==> config.mk <==
export PLATFORM = sky130hd
export DESIGN_NAME = alu_core_flat
export DESIGN_NICKNAME = d
export VERILOG_FILES = /design/src/rtl/alu_pkg.sv /design/src/rtl/alu_core_if.sv /design/src/rtl/alu_shifter.sv /design/src/rtl/alu_core.sv /design/src/flat_wrapper.sv
export SDC_FILE = /design/constraint.sdc
export NUM_CORES = 1
export LEC_CHECK = 0
export CAP_MARGIN = 20
export CORE_MARGIN = 2
export CORE_UTILIZATION = 43
export CTS_CLUSTER_DIAMETER = 100
export CTS_CLUSTER_SIZE = 30
export DETAILED_ROUTE_END_ITERATION = 6
export DONT_BUFFER_PORTS = 1
export GPL_ROUTABILITY_DRIVEN = 0
export SLEW_MARGIN = 10
export SYNTH_ARGS = -nofsm -noshare
export SYNTH_HDL_FRONTEND = slang
export SYNTH_SLANG_ARGS = --single-unit
==> constraint.sdc <==
create_clock -name clk -period 0.8 [get_ports clk]
set_input_delay 0.16 -clock clk [delete_from_list [all_inputs] [get_ports clk]]
set_output_delay 0.16 -clock clk [all_outputs]
set_load 0.01 [all_outputs]
==> src/rtl/alu_pkg.sv <==
// Shared ALU definitions: group selects (ALUFun[5:4]), full function codes, default width.
// Imported by the interface, the shifter and the alu_core top.
package alu_pkg;

  localparam int ALU_WIDTH = 32;

  localparam logic [1:0] GRP_ARITH = 2'b00;
  localparam logic [1:0] GRP_LOGIC = 2'b01;
  localparam logic [1:0] GRP_SHIFT = 2'b10;
  localparam logic [1:0] GRP_CMP   = 2'b11;

  localparam logic [5:0] ALU_ADD = 6'b000000;
  localparam logic [5:0] ALU_SUB = 6'b000001;
  localparam logic [5:0] ALU_AND = 6'b011000;
  localparam logic [5:0] ALU_OR  = 6'b011110;
  localparam logic [5:0] ALU_XOR = 6'b010110;
  localparam logic [5:0] ALU_NOR = 6'b010001;
  localparam logic [5:0] ALU_A   = 6'b011010;
  localparam logic [5:0] ALU_SLL = 6'b100000;
  localparam logic [5:0] ALU_SRL = 6'b100001;
  localparam logic [5:0] ALU_SRA = 6'b100011;
  localparam logic [5:0] ALU_EQ  = 6'b110011;
  localparam logic [5:0] ALU_NEQ = 6'b110001;
  localparam logic [5:0] ALU_LT  = 6'b110101;
  localparam logic [5:0] ALU_LEZ = 6'b111101;
  localparam logic [5:0] ALU_LTZ = 6'b111011;
  localparam logic [5:0] ALU_GTZ = 6'b111111;

endpackage

==> src/rtl/alu_core_if.sv <==
// Operand/function bundle into alu_core and registered result/flags back out.
// master = issuing datapath, slave = the ALU.
interface alu_core_if #(parameter int WIDTH = alu_pkg::ALU_WIDTH);

  logic [WIDTH-1:0] A;
  logic [WIDTH-1:0] B;
  logic [5:0]       ALUFun;
  logic             Sign;
  logic [WIDTH-1:0] Z;
  logic             Zero;
  logic             Overflow;
  logic             Negative;

  modport master (
    output A, B, ALUFun, Sign,
    input  Z, Zero, Overflow, Negative
  );

  modport slave (
    input  A, B, ALUFun, Sign,
    output Z, Zero, Overflow, Negative
  );

endinterface

==> src/rtl/alu_shifter.sv <==
// Purpose: log2(WIDTH)-stage barrel shifter for SLL/SRL/SRA.
// Latency: combinational.
// Backpressure: none.
module alu_shifter
  import alu_pkg::*;
#(
  parameter int WIDTH = ALU_WIDTH,
  parameter int SHW   = $clog2(WIDTH)
) (
  input  logic [WIDTH-1:0] din,
  input  logic [SHW-1:0]   sh,
  input  logic             left,
  input  logic             arith,
  output logic [WIDTH-1:0] dout
);

  logic [WIDTH-1:0] stage [0:SHW];
  logic             fill;

  assign fill     = arith & din[WIDTH-1];
  assign stage[0] = din;

  // Stage i shifts by 2**i when sh[i] is set.
  for (genvar i = 0; i < SHW; i++) begin : g_stage
    localparam int D = 1 << i;
    assign stage[i+1] = !sh[i] ? stage[i] :
                        left   ? {stage[i][WIDTH-1-D:0], {D{1'b0}}} :
                                 {{D{fill}}, stage[i][WIDTH-1:D]};
  end

  assign dout = stage[SHW];

endmodule

==> src/rtl/alu_core.sv <==
// Purpose: MIPS-style ALU (add/sub, logic, shift, compare); flag registers built only with ALU_FLAGS_EN.
// Latency: one cycle, result and flags registered.
// Backpressure: none, accepts a new operation every cycle.
module alu_core
  import alu_pkg::*;
#(
  parameter int WIDTH = ALU_WIDTH
) (
  input logic      clk,
  input logic      rst_n,
  alu_core_if.slave bus
);

  localparam int SHW = $clog2(WIDTH);

  logic             op_sub;
  logic [WIDTH-1:0] b_eff;
  logic [WIDTH:0]   sum;
  logic [WIDTH-1:0] res;
  logic             carry;
  logic             ovf;
  logic             neg;
  logic             cmp_flag;
  logic [WIDTH-1:0] sh_out;
  logic [WIDTH-1:0] z_nxt;
  logic [WIDTH-1:0] z_q;

  // Single adder: adds only for ADD, subtracts (A + ~B + 1) for every other op.
  assign op_sub = (bus.ALUFun != ALU_ADD);
  assign b_eff  = op_sub ? ~bus.B : bus.B;
  assign sum    = {1'b0, bus.A} + {1'b0, b_eff} + {{WIDTH{1'b0}}, op_sub};
  assign res    = sum[WIDTH-1:0];
  assign carry  = sum[WIDTH];

  assign ovf = bus.Sign ? ((bus.A[WIDTH-1] == b_eff[WIDTH-1]) && (res[WIDTH-1] != bus.A[WIDTH-1]))
                        : (op_sub ? ~carry : carry);
  assign neg = bus.Sign ? (res[WIDTH-1] ^ ovf) : (op_sub & ~carry);

  alu_shifter #(.WIDTH(WIDTH), .SHW(SHW)) u_shifter (
    .din   (bus.B),
    .sh    (bus.A[SHW-1:0]),
    .left  (~bus.ALUFun[0]),
    .arith (bus.ALUFun[1]),
    .dout  (sh_out)
  );

  always_comb begin
    cmp_flag = 1'b0;
    case (bus.ALUFun)
      ALU_EQ:  cmp_flag = (bus.A == bus.B);
      ALU_NEQ: cmp_flag = (bus.A != bus.B);
      ALU_LT:  cmp_flag = neg;
      ALU_LEZ: cmp_flag = bus.A[WIDTH-1] | (bus.A == '0);
      ALU_LTZ: cmp_flag = bus.A[WIDTH-1];
      ALU_GTZ: cmp_flag = ~bus.A[WIDTH-1] & (bus.A != '0);
      default: cmp_flag = 1'b0;
    endcase
  end

  // Codes not listed within a group fall through to zero.
  always_comb begin
    z_nxt = '0;
    case (bus.ALUFun[5:4])
      GRP_ARITH: if (bus.ALUFun == ALU_ADD || bus.ALUFun == ALU_SUB) z_nxt = res;
      GRP_LOGIC: begin
        case (bus.ALUFun)
          ALU_AND: z_nxt = bus.A & bus.B;
          ALU_OR:  z_nxt = bus.A | bus.B;
          ALU_XOR: z_nxt = bus.A ^ bus.B;
          ALU_NOR: z_nxt = ~(bus.A | bus.B);
          ALU_A:   z_nxt = bus.A;
          default: z_nxt = '0;
        endcase
      end
      GRP_SHIFT: begin
        if (bus.ALUFun == ALU_SLL || bus.ALUFun == ALU_SRL || bus.ALUFun == ALU_SRA)
          z_nxt = sh_out;
      end
      GRP_CMP:   z_nxt = {{(WIDTH-1){1'b0}}, cmp_flag};
      default:   z_nxt = '0;
    endcase
  end

  always_ff @(posedge clk or negedge rst_n) begin
    if (!rst_n) z_q <= '0;
    else        z_q <= z_nxt;
  end

  assign bus.Z = z_q;

`ifdef ALU_FLAGS_EN
  logic zero_q;
  logic ovf_q;
  logic neg_q;

  always_ff @(posedge clk or negedge rst_n) begin
    if (!rst_n) begin
      zero_q <= 1'b0;
      ovf_q  <= 1'b0;
      neg_q  <= 1'b0;
    end else begin
      zero_q <= (res == '0);
      ovf_q  <= ovf;
      neg_q  <= neg;
    end
  end

  assign bus.Zero     = zero_q;
  assign bus.Overflow = ovf_q;
  assign bus.Negative = neg_q;
`else
  assign bus.Zero     = 1'b0;
  assign bus.Overflow = 1'b0;
  assign bus.Negative = 1'b0;
`endif

endmodule

==> src/flat_wrapper.sv <==
// flat-port wrapper written by rule: the top's interface ports become plain ports
module alu_core_flat import alu_pkg::*;
#(
  parameter int WIDTH = ALU_WIDTH
)
  (clk, rst_n, bus_A, bus_B, bus_ALUFun, bus_Sign, bus_Z, bus_Zero, bus_Overflow, bus_Negative);
  alu_core_if #(.WIDTH(WIDTH)) bus_i ();
  input logic clk;
  input logic rst_n;
  input wire logic [$bits(bus_i.A)-1:0] bus_A;
  input wire logic [$bits(bus_i.B)-1:0] bus_B;
  input wire logic [$bits(bus_i.ALUFun)-1:0] bus_ALUFun;
  input wire logic [$bits(bus_i.Sign)-1:0] bus_Sign;
  output wire logic [$bits(bus_i.Z)-1:0] bus_Z;
  output wire logic [$bits(bus_i.Zero)-1:0] bus_Zero;
  output wire logic [$bits(bus_i.Overflow)-1:0] bus_Overflow;
  output wire logic [$bits(bus_i.Negative)-1:0] bus_Negative;
  assign bus_i.A = bus_A;
  assign bus_i.B = bus_B;
  assign bus_i.ALUFun = bus_ALUFun;
  assign bus_i.Sign = bus_Sign;
  assign bus_Z = bus_i.Z;
  assign bus_Zero = bus_i.Zero;
  assign bus_Overflow = bus_i.Overflow;
  assign bus_Negative = bus_i.Negative;
  alu_core #(.WIDTH(WIDTH)) u_core (.clk(clk), .rst_n(rst_n), .bus(bus_i));
endmodule
==> flow_summary.toml <==
[outcome]
status = "complete, but fails checks"
violations = "hold timing, setup timing"

[floorplanning]
die_h_microns = 149.5
initial_core_util = 0.4356
die_area_sq_mm = 0.02234
die_width_microns = 149.5
ios = 108
core_area_sq_mm = 0.02089
row_count = 53

[critical_path]
slowest_delay_ns = 0.54
crit_path_end = "u_core.bus.Z[0]"
crit_chain = "or4_4 -> or3_4 -> buf_4 -> buf_12 -> xnor2_1 -> ha_1 -> o21a_1 -> a211oi_1 -> o21ai_1 -> nand2_1 -> o31ai_2 -> a21oi_2 -> o21ai_1 -> a21oi_1 -> ha_2 -> nor2_1 -> a21oi_1 -> nand3_1 -> nand4_1 -> a31oi_1 -> nand3_1"
required_ns = 0.93
worst_ep_arrival_time_ns = 3.84
worstSetupPathType = "input pin to register"
path_depth = 21
cpLargestDelayFamily = "compound AO/OA/AOI/OAI gates"
startpoint = "bus_ALUFun[1]"
critPathMaxFanout = 15
worst_setup_path_end_kind = "register"
worst_setup_path_start_kind = "input pin"
cp_slowest_cell = "or4_4"
path_buf_inv = 2

[synthesis]
synthDistinctLibCells = 85
synth_compound_area_frac = 0.3133
synth_commonest_cells = "108 x nor2_1, 96 x ha_1, 91 x nand2_1, 86 x a21oi_1, 81 x o21ai_0"
synth_top_area_share = 0.1320
ys_seq_area_frac = 0.08801
post-synth-top-count-cell = "nor2_1"
synth_top_family_by_area = "compound AO/OA/AOI/OAI gates"
avgSynthCellArea_sq_um = 7.551
synth_xor_area_frac = 0.05198
synth-simple-area-share = 0.1731
synth.area.mux_share = 0.1594
synthAdderAreaFrac = 0.1342
synthCells = 1205
yosys-top-cells-area = "ha_1 13%, dfrtp_1 8.8%, mux4_2 6.2%"
yosysTopAreaCell = "ha_1"
synth_area_sq_mm = 0.009099
synth_edf_count = 0
synthFlopType = "dfrtp_1"
synth_seq_cells = 32
async_reset_ff_frac = 1.000
yosys_warnings = 0

[cells_and_area]
area_growth_pct = 35.13
post-route-util = 0.5886
seq_area_sq_um = 800.8
nFillCells = 1914
fin_nets = 1614
multi_input_area_sq_mm = 0.008203
diodes = 0
largest_reg_flops = 32
drive_above_1_share = 0.3439

[power_and_ir_drop]
pwr-share-clk = 0.167
power.total_mw = 10.91
vdd_drop_max_uv = 712.4
sw_frac_of_total = 0.3970
combPwrFrac = 0.668
p_int_mw = 6.582
p_leak_nw = 5.645
p_sw_mw = 4.333
pwr-share-seq = 0.165
p_per_area_mw_per_mm2 = 887.7

[clocking]
cts_buffer_depth = 2
cts.clk_slew.worst_paths_ns = 0.05
cts_buffers = 5
h-tree-depth = 2
clock-sinks = 32
cts_tree = "done"
cts-root-buf = "clkbuf_16"

[timing]
layout_setup_ws_ns = -2.913
fin_crit_sh = 4.641
holdWs_ns = -0.4151
finalSetupTns_ns = -78.17
worst_slew_pin_slew_ns = 0.7304
final_hold_viol_count = 32
finalCriticalPeriod_ns = 3.713
slew_headroom = 0.5115
max_freq_ghz = 0.2694
rsz0062_at_grt = "yes"
setup_viol = 64
slew_viol_final = 0

[detailed_routing]
wl_per_cell_microns = 24.22
dr.pass1.iters = 6
wl_microns = 41650
vias = 11190
avgViaCountPerCell = 6.506
dr.first_iter.drc_count = 1362
ant_nets = 0
route.detailed.drc = 0

[global_routing]
antenna_found_initial = 1
grt_pass1_vias = 10530
grt_max_degree = 153
overflow = 0
grtUsageTotal = 0.3649
grt_pass1_wl_microns = 62130

[job]
cap_viol_max_count = 0

[min_path]
hold_class = "input pin to async pin"

[placement]
port_buffers = 0
dpl.hpwl_microns = 32940
worst min path at each step:
stage	start	endpoint	slack, ns
after floorplan	rst_n	u_core.bus.Z[0]	-0.14
after global placement	rst_n	u_core.bus.Z[4]	-0.14
after detailed placement	rst_n	u_core.bus.Z[2]	-0.13
after CTS	rst_n	u_core.bus.Z[14]	-0.42
after global routing	rst_n	u_core.bus.Z[14]	-0.43
final	rst_n	u_core.bus.Z[9]	-0.42
power by group through the flow:
stage | sequential (mW) | clock (mW) | combinational [mW]
2_1_floorplan | 1.81 | 0 | 3.90
3_3_place_gp | 1.82 | 0 | 6.19
3_5_place_dp | 1.83 | 0 | 6.27
4_1_cts | 1.80 | 1.87 | 6.73
5_1_grt | 1.81 | 1.94 | 7.78
6_report | 1.80 | 1.82 | 7.30
layout by cell type, fill, tap and decap left out, types with 40 or more instances in the layout:
cell and count:
nor2_1 104, buf_4 305, o21ai_0 63, a21oi_1 69, inv_1 71, mux2i_1 41
nand2_1 88, mux2_2 40, ha_1 93
through the flow:
stage	setup slack, ns	std cells	instance area, sq um
after floorplan	-3.120	1207	9176
after global placement	-3.368	1689	11360
after detailed placement	-3.437	1689	11360
after CTS	-2.858	1709	11960
after global routing	-3.081	1720	12300
final	-2.913	1720	12300
layout make-up:
class                   instances  area share
clock buffers                   8     0.01191
inverters                      76     0.02320
multi-input cells            1007      0.6671
flip-flops and latches         32     0.06513
well taps                     275     0.02798
repair buffers                322      0.2046
routing by layer:
metal | vias up | wire, microns | track usage
li1 | 5051 | - | -
met1 | 5332 | 16230 | 0.4715
met2 | 659 | 18170 | 0.5683
met3 | 146 | 4735 | 0.09360
met4 | 2 | 2500 | 0.1719
met5 | - | 15 | 0
cells by family (layout without fill, tap and decap cells):
| family | Yosys count | count (layout) |
|---|---|---|
| flops | 32 | 32 |
| other cells | 1 | 3 |
| mux | 108 | 108 |
| buf+inv | 168 | 406 |
| fa+ha+maj | 97 | 97 |
| xor+xnor | 54 | 54 |
| simple gates | 333 | 333 |
| compound gates | 412 | 412 |
timing repair:
| action | CTS | global route |
|---|---|---|
| buffers inserted | 12 | 14 |
| pin swaps | 43 | 54 |
| gates resized for setup | 85 | 49 |
| setup endpoints to repair | 64 | 64 |
| endpoints found under the hold margin | 32 | 32 |
Note: power is estimated with default switching activity, not from simulation.
